[config.mk]
export PLATFORM = sky130hd
export DESIGN_NAME = tt_matmul_host_sequencer
export DESIGN_NICKNAME = d
export VERILOG_FILES = /design/src/rtl/tt_matmul_host_sequencer.sv
export SDC_FILE = /design/constraint.sdc
export NUM_CORES = 1
export LEC_CHECK = 0
export ABC_CLOCK_PERIOD_IN_PS = 2800
export BUFFER_PORTS_ARGS = -buffer_cell sky130_fd_sc_hd__buf_2
export CAP_MARGIN = 10
export CORE_ASPECT_RATIO = 0.7
export CORE_MARGIN = 5
export CORE_UTILIZATION = 59
export CTS_CLUSTER_DIAMETER = 150
export DETAILED_ROUTE_END_ITERATION = 6
export PLACE_DENSITY = 0.8
export SYNTH_ARGS = -nofsm -noshare
export SYNTH_HDL_FRONTEND = slang
export SYNTH_SLANG_ARGS = --single-unit
export TNS_END_PERCENT = 100
[constraint.sdc]
create_clock -name clk -period 2.8 [get_ports clk]
set_input_delay 0 -clock clk [delete_from_list [all_inputs] [get_ports clk]]
set_output_delay 0 -clock clk [all_outputs]
set_load 0.01 [all_outputs]
[src/rtl/tt_matmul_host_sequencer.sv]
// Host-side sequencer for the matrix multiplier tile: streams A/B operands onto
// the tile input buses, then captures the returned 16-bit C elements.
module tt_matmul_host_sequencer #(
  parameter int N          = 2,
  parameter int DW         = 8,
  parameter int RESULT_LAT = 2,
  localparam int E         = N * N,
  localparam int IW        = (E > 1) ? $clog2(E) : 1
) (
  input  logic          clk,
  input  logic          rst,
  input  logic          wr_en,
  input  logic          wr_sel,
  input  logic [IW-1:0] wr_addr,
  input  logic [DW-1:0] wr_data,
  input  logic          start,
  output logic          busy,
  output logic          done,
  output logic [DW-1:0] mat_a_out,
  output logic [DW-1:0] mat_b_out,
  input  logic [7:0]    mat_c_lo_in,
  input  logic [7:0]    mat_c_hi_in,
  input  logic [IW-1:0] rd_addr,
  output logic [15:0]   rd_data
);

  // The counter also times the WAIT phase, so it must hold RESULT_LAT-1 (up to 14).
  localparam int IW1 = IW + 1;
  localparam int CW  = (IW1 > 4) ? IW1 : 4;
  localparam logic [CW-1:0]  E_LAST   = CW'(E - 1);
  localparam logic [CW-1:0]  LAT_LAST = (RESULT_LAT > 0) ? CW'(RESULT_LAT - 1) : CW'(0);
  localparam logic [IW1-1:0] E_LIM    = IW1'(E);

  typedef enum logic [2:0] {
    S_IDLE    = 3'd0,
    S_LOAD    = 3'd1,
    S_WAIT    = 3'd2,
    S_CAPTURE = 3'd3,
    S_DONE    = 3'd4
  } state_t;

  state_t        state, state_nxt;
  logic [CW-1:0] cnt, cnt_nxt;
  logic [DW-1:0] a_mem [E];
  logic [DW-1:0] b_mem [E];
  logic [15:0]   c_mem [E];
  logic          wr_ok;
  logic          rd_ok;

  assign wr_ok = ({1'b0, wr_addr} < E_LIM);
  assign rd_ok = ({1'b0, rd_addr} < E_LIM);

  // Next-state and phase counter; each phase ends when the count reaches its last index.
  always_comb begin
    state_nxt = state;
    cnt_nxt   = cnt;
    case (state)
      S_IDLE: begin
        if (start && !wr_en) begin
          state_nxt = S_LOAD;
          cnt_nxt   = '0;
        end else begin
          state_nxt = S_IDLE;
          cnt_nxt   = '0;
        end
      end
      S_LOAD: begin
        if (cnt == E_LAST) begin
          state_nxt = (RESULT_LAT == 0) ? S_CAPTURE : S_WAIT;
          cnt_nxt   = '0;
        end else begin
          state_nxt = S_LOAD;
          cnt_nxt   = cnt + CW'(1);
        end
      end
      S_WAIT: begin
        if (cnt == LAT_LAST) begin
          state_nxt = S_CAPTURE;
          cnt_nxt   = '0;
        end else begin
          state_nxt = S_WAIT;
          cnt_nxt   = cnt + CW'(1);
        end
      end
      S_CAPTURE: begin
        if (cnt == E_LAST) begin
          state_nxt = S_DONE;
          cnt_nxt   = '0;
        end else begin
          state_nxt = S_CAPTURE;
          cnt_nxt   = cnt + CW'(1);
        end
      end
      S_DONE: begin
        state_nxt = S_IDLE;
        cnt_nxt   = '0;
      end
      default: begin
        state_nxt = S_IDLE;
        cnt_nxt   = '0;
      end
    endcase
  end

  // State register; outputs are registered from the next state so they line up with it.
  always_ff @(posedge clk) begin
    if (rst) begin
      state     <= S_IDLE;
      cnt       <= '0;
      busy      <= 1'b0;
      done      <= 1'b0;
      mat_a_out <= '0;
      mat_b_out <= '0;
    end else begin
      state     <= state_nxt;
      cnt       <= cnt_nxt;
      busy      <= (state_nxt == S_LOAD) || (state_nxt == S_WAIT) || (state_nxt == S_CAPTURE);
      done      <= (state_nxt == S_DONE);
      mat_a_out <= (state_nxt == S_LOAD) ? a_mem[cnt_nxt[IW-1:0]] : '0;
      mat_b_out <= (state_nxt == S_LOAD) ? b_mem[cnt_nxt[IW-1:0]] : '0;
    end
  end

  // Operand and result storage; operands change only in IDLE, results only in CAPTURE.
  always_ff @(posedge clk) begin
    if (rst) begin
      for (int i = 0; i < E; i++) begin
        a_mem[i] <= '0;
        b_mem[i] <= '0;
        c_mem[i] <= '0;
      end
    end else begin
      if ((state == S_IDLE) && wr_en && wr_ok) begin
        if (wr_sel) begin
          b_mem[wr_addr] <= wr_data;
        end else begin
          a_mem[wr_addr] <= wr_data;
        end
      end
      if (state == S_CAPTURE) begin
        c_mem[cnt[IW-1:0]] <= {mat_c_hi_in, mat_c_lo_in};
      end
    end
  end

  // Combinational result read; indices past the matrix read as zero.
  always_comb begin
    if (rd_ok) begin
      rd_data = c_mem[rd_addr];
    end else begin
      rd_data = 16'h0000;
    end
  end

endmodule
* Yosys cells after proc, flatten, opt, wreduce, memory -nomap -nowiden
Memories as Yosys holds them, arrays and structs flattened. A register that Yosys moved wholly into a read port is not among the register bits. Cells that the tools add are included. Widths: inputs -> output; s select.
Storage, ports and cells: bits of input ports 33, output and inout port bits 34, bits in writable memories 128, word-level logic and storage cells 59, register bits after elaboration 9, memories kept 3
Memories:
- c_mem | words 4, bits a word 16, rd ports 1, clocked after Yosys merged registers in 0, write ports 4, line 46 | logic [15:0] c_mem [E];
- a_mem | words 4, bits a word 8, rd ports 1, clocked after Yosys merged registers in 1, write ports 4, line 44 | logic [DW-1:0] a_mem [E];
- b_mem | words 4, bits a word 8, rd ports 1, clocked after Yosys merged registers in 1, write ports 4, line 45 | logic [DW-1:0] b_mem [E];
Cells by class: reductions and logical operators 11, equal/unequal tests 9, mux-type cells 30, add/sub/neg operators 1, bitwise logic cells 1
Operator list (count):
- $mux 1 | 18
- $mux 16 | 1
- $mux 8 | 2
- $reduce_or 16->1 | 1
- $reduce_or 8->1 | 2
- $eq 3x2->1 const B | 4
- $pmux 3 s4 | 1
- $mux 2 | 4
- $mux 4 | 2
- $pmux 4 s2 | 1
- $eq 3x1->1 const B | 2
- $add 4x1->4 const B | 1
- $eq 4x1->1 const B | 1
- $eq 4x2->1 const B | 1
- $reduce_or 2->1 | 2
- $eq 3x3->1 const B | 1
- $logic_not 3->1 | 1
- $mux 3 | 1
- $logic_and 1x1->1 | 2
- $logic_or 1x1->1 | 2
- $logic_not 1->1 | 1
- $not 1->1 | 1

* Depth between registers and ports, before layout
depth in word-level cells 7, depth in mapped cells 9, gate-level depth less buffers 6

* Least setup slack after synthesis
OpenSTA, ideal clock, no wires.
path kind register to register, from register cnt[0], to memory c_mem[3][0], enable pin, clock period less this slack 2248 ps, data required time 2408 ps, path slack 552 ps, stages on the path, launching flop included 5, arrival time 1856 ps, buffers on the path 2, library setup time 392 ps, path through dfxtp_1 > clkbuf_1 > clkbuf_1 > nand4_1 > o21bai_1
RTL lines:
- start: declaration | line 43 | logic [CW-1:0] cnt, cnt_nxt;
- start signal: assignment | line 116 | cnt <= cnt_nxt;
- end: declaration | line 46

* Worst setup path in the final report
from register cnt[1], to register mat_b_out[3], read port of b_mem
Between the ends: cells in the longest elaborated chain, start to end 6
RTL lines:
- $eq 4x2->1 / $eq 4x1->1 (equally long branches) | line 68, 86, 77
- $mux 3, or another cell as far along | line 86 | if (cnt == E_LAST) begin
- $pmux 3 s4 | line 57 | case (state)
- $eq 3x1->1 | line 120 | mat_b_out <= (state_nxt == S_LOAD) ? b_mem[cnt_nxt[IW-1:0]] : '0;
- $not 1->1 (no line)
- $reduce_or 2->1 (no line)
- end: declaration | line 20 | output logic [DW-1:0] mat_b_out,
Several ways; a longest one is shown, not always the timed one. A chain may end at the register's enable or synchronous reset.

==> results by group <==
GRT
  – Largest net degree at the start of global routing: 22
  – Vias in the first global route: 4048
  – GRT Residual Overflow: 0
  – Gr usage total: 0.212
  – Initial antenna violation count: 0
  – First-pass GRT wire length: 21.2 mm

Setup path
  – Crit Path Category: flip-flop to flip-flop
  – CP max-delay cell: nor2b_1
  – Crit-path cells: inv_1 -> ha_1 -> nor2b_1 -> nand2_1 -> o21ai_0 -> a22o_1
  – Worst path required time: 3170 ps
  – Startpoint types: flip-flop
  – Worst path max stage delay: 940 ps
  – Critical path peak fanout: 16
  – WP buf/inv: 1
  – Critical Path End Type: flip-flop
  – Arrival time worst endpoint: 2690 ps
  – Crit path max-delay family: simple AND/OR/NAND/NOR gates

Logic synthesis
  – Net Count, Synth: 489
  – Sequential element share of the synthesized area: 0.664
  – Post-synth EDFFs: 128
  – Post-synthesis compound-gate area fraction: 0.0461
  – Post-Syn Instances: 454
  – #FFs+latches synth: 153
  – Post-synth ARST share: 0
  – Synth Area in Adders: 0.00382
  – Xor and xnor fraction of the mapped netlist area: 0.00401
  – Count of cell types in the netlist: 41
  – Multiplexer share of the synthesized area: 0.0812
  – Ys flop type: edfxtp_1
  – Largest family of logic cells by synthesized area: simple AND/OR/NAND/NOR gates
  – Post-synthesis cell area: 6550 µm²
  – Yosys warning count: 0
  – Mean Syn Cell Area: 14.4 µm²
  – Post-Synth Simple-Gate Area: 0.183

Cells and area
  – Share of layout cells above drive strength 1: 0.252
  – Nets@finish: 578
  – Area grow syn2layout: 19.1%
  – Ant. Diodes: 0
  – Most frequent cells in the layout: 128 x and2_1, 128 x edfxtp_1, 66 x buf_2

Timing
  – Setup TNS: 0 ps
  – Hold Fails Final Rpt: 0
  – Final hold slack: 6.71 ps
  – Worst-Margin Slew: 1200 ps
  – Setup violators final: 0
  – Final period util: 0.828
  – Layout Skew: 12.7 ps
  – Fmax: 431 MHz
  – Final slew viol count: 0
  – RSZ-0062 raised after global routing: no
  – Crit path time final: 2320 ps
  – Worst relative slew slack: 0.197

Floorplan
  – Ports: 67
  – Core Region: 10900 µm²
  – Die ar.: 13300 µm²
  – DIE WIDTH: 136 µm
  – Initial Util: 0.599
  – Die Y: 98.1 µm
  – Num rows: 32

Route
  – Final WL: 13.2 mm
  – DRT antenna net count: 0
  – DR iter-0 viols: 371
  – Routed len/inst: 18.6 µm
  – Via-per-instance ratio: 5.46
  – Drt pass-1 iters: 5
  – Vias post-DR: 3870
  – Drt drc: 0

Power
  – VDD IR max: 0.490 mV
  – LEAKAGE: 3.13 nW
  – Power per Cell Area: 664 nW/µm²

Clocking
  – CTS tree: yes
  – TritonCTS Buffers: 17
  – CTS Root Cell: clkbuf_16
  – H-tree level count: 4
  – Clk_lat worst skew: 430 ps
  – Max Root-Sink Buffers: 2
  – Post-CTS setup buffer count: 0
  – Num Clock Sinks: 153
  – Clock transition at path regs: 60 ps

Placed design
  – Placed wire-length estimate: 8.55 mm
  – IO buf count: 66
  – Gp weighted congestion: 0.799

Min path
  – Tightest Hold Check Type: input port to flip-flop

Job
  – Max cap viols: 0

Outcome
  – Status: finished clean
## sequential cells by signal (all words and copies together) (netlist names)
| name | cells |
|---|---|
| a_mem | 32 |
| b_mem | 32 |
| busy | 1 |
| c_mem | 64 |
| cnt | 4 |
| done | 1 |
| mat_a_out | 8 |
| mat_b_out | 8 |
| state | 3 |
## power by group
part	internal (mW)	switching [mW]
sequential	2.55	0.0301
clock	1.39	0.884
combinational	0.138	0.186
## synthesized netlist by cell type (3+ instances only)
cell type | n | area share
clkbuf_1 | 13 | 0.0075
nor3_4 | 3 | 0.0075
o21ai_0 | 15 | 0.011
mux2i_1 | 16 | 0.024
mux4_2 | 16 | 0.055
or2_2 | 7 | 0.0067
a22o_1 | 16 | 0.021
buf_2 | 8 | 0.0061
and2_1 | 128 | 0.12
nor2b_1 | 5 | 0.0048
and3_1 | 3 | 0.0029
nor3_1 | 4 | 0.0031
edfxtp_1 | 128 | 0.59
dfxtp_1 | 25 | 0.076
nor3_2 | 3 | 0.0046
nor2_1 | 13 | 0.0075
nand2_1 | 21 | 0.012
## cells by family (layout without fill, tap and decap cells)
family | after synthesis | after routing
simple gates | 195 | 195
flops | 153 | 153
compound gates | 42 | 42
mux | 33 | 33
buf+inv | 26 | 128
xor+xnor | 3 | 3
fa+ha+maj | 2 | 2
## final timing paths
check | startpoint | to | slack [ps] | cells after the start
max | cnt[1] | mat_b_out[3] | 480 | 6
min | wr_data[7] | b_mem[0][7] | 7 | 2
max reg2reg | cnt[1] | mat_b_out[3] | 480 | 6
min reg2reg | b_mem[0][4] | mat_b_out[4] | 450 | 1
## layer usage
| metal | track usage | vias to the layer above | routed length (µm) |
|---|---|---|---|
| met4 | 0.0658 | 0 | 174 |
| met2 | 0.336 | 120 | 6530 |
| met3 | 0.0639 | 18 | 846 |
| met5 | 0 | - | 0 |
| met1 | 0.285 | 1907 | 5650 |
| li1 | - | 1825 | - |
## final cells by class
type	count	area, µm²
clock buffer	18	429
clock inverter	14	156
fill	722	3130
inverter	2	7.51
multi-input combinational	275	2080
sequential	153	4340
tap	153	191
timing repair buffer	94	586
## through the flow
| stage | cells | worst slack (ps) | util | instance area (µm²) | power, mW |
|---|---|---|---|---|---|
| 2_1_floorplan | 454 | 552 | - | 6550 | 2.81 |
| 3_3_place_gp | 659 | 591 | 0.643 | 7030 | 2.93 |
| 3_5_place_dp | 659 | 574 | 0.643 | 7030 | 2.94 |
| 4_1_cts | 709 | 500 | 0.713 | 7800 | 5.19 |
| 5_1_grt | 709 | 240 | 0.713 | 7800 | 5.33 |
| 6_report | 709 | 481 | 0.713 | 7800 | 5.18 |
## what timing repair did
action,in CTS,in global routing
hold buffers,18,0
resized for setup,0,0
setup endpoints to repair,0,0
hold endpoints to repair,76,0
Power figures use the tool's default switching activity.
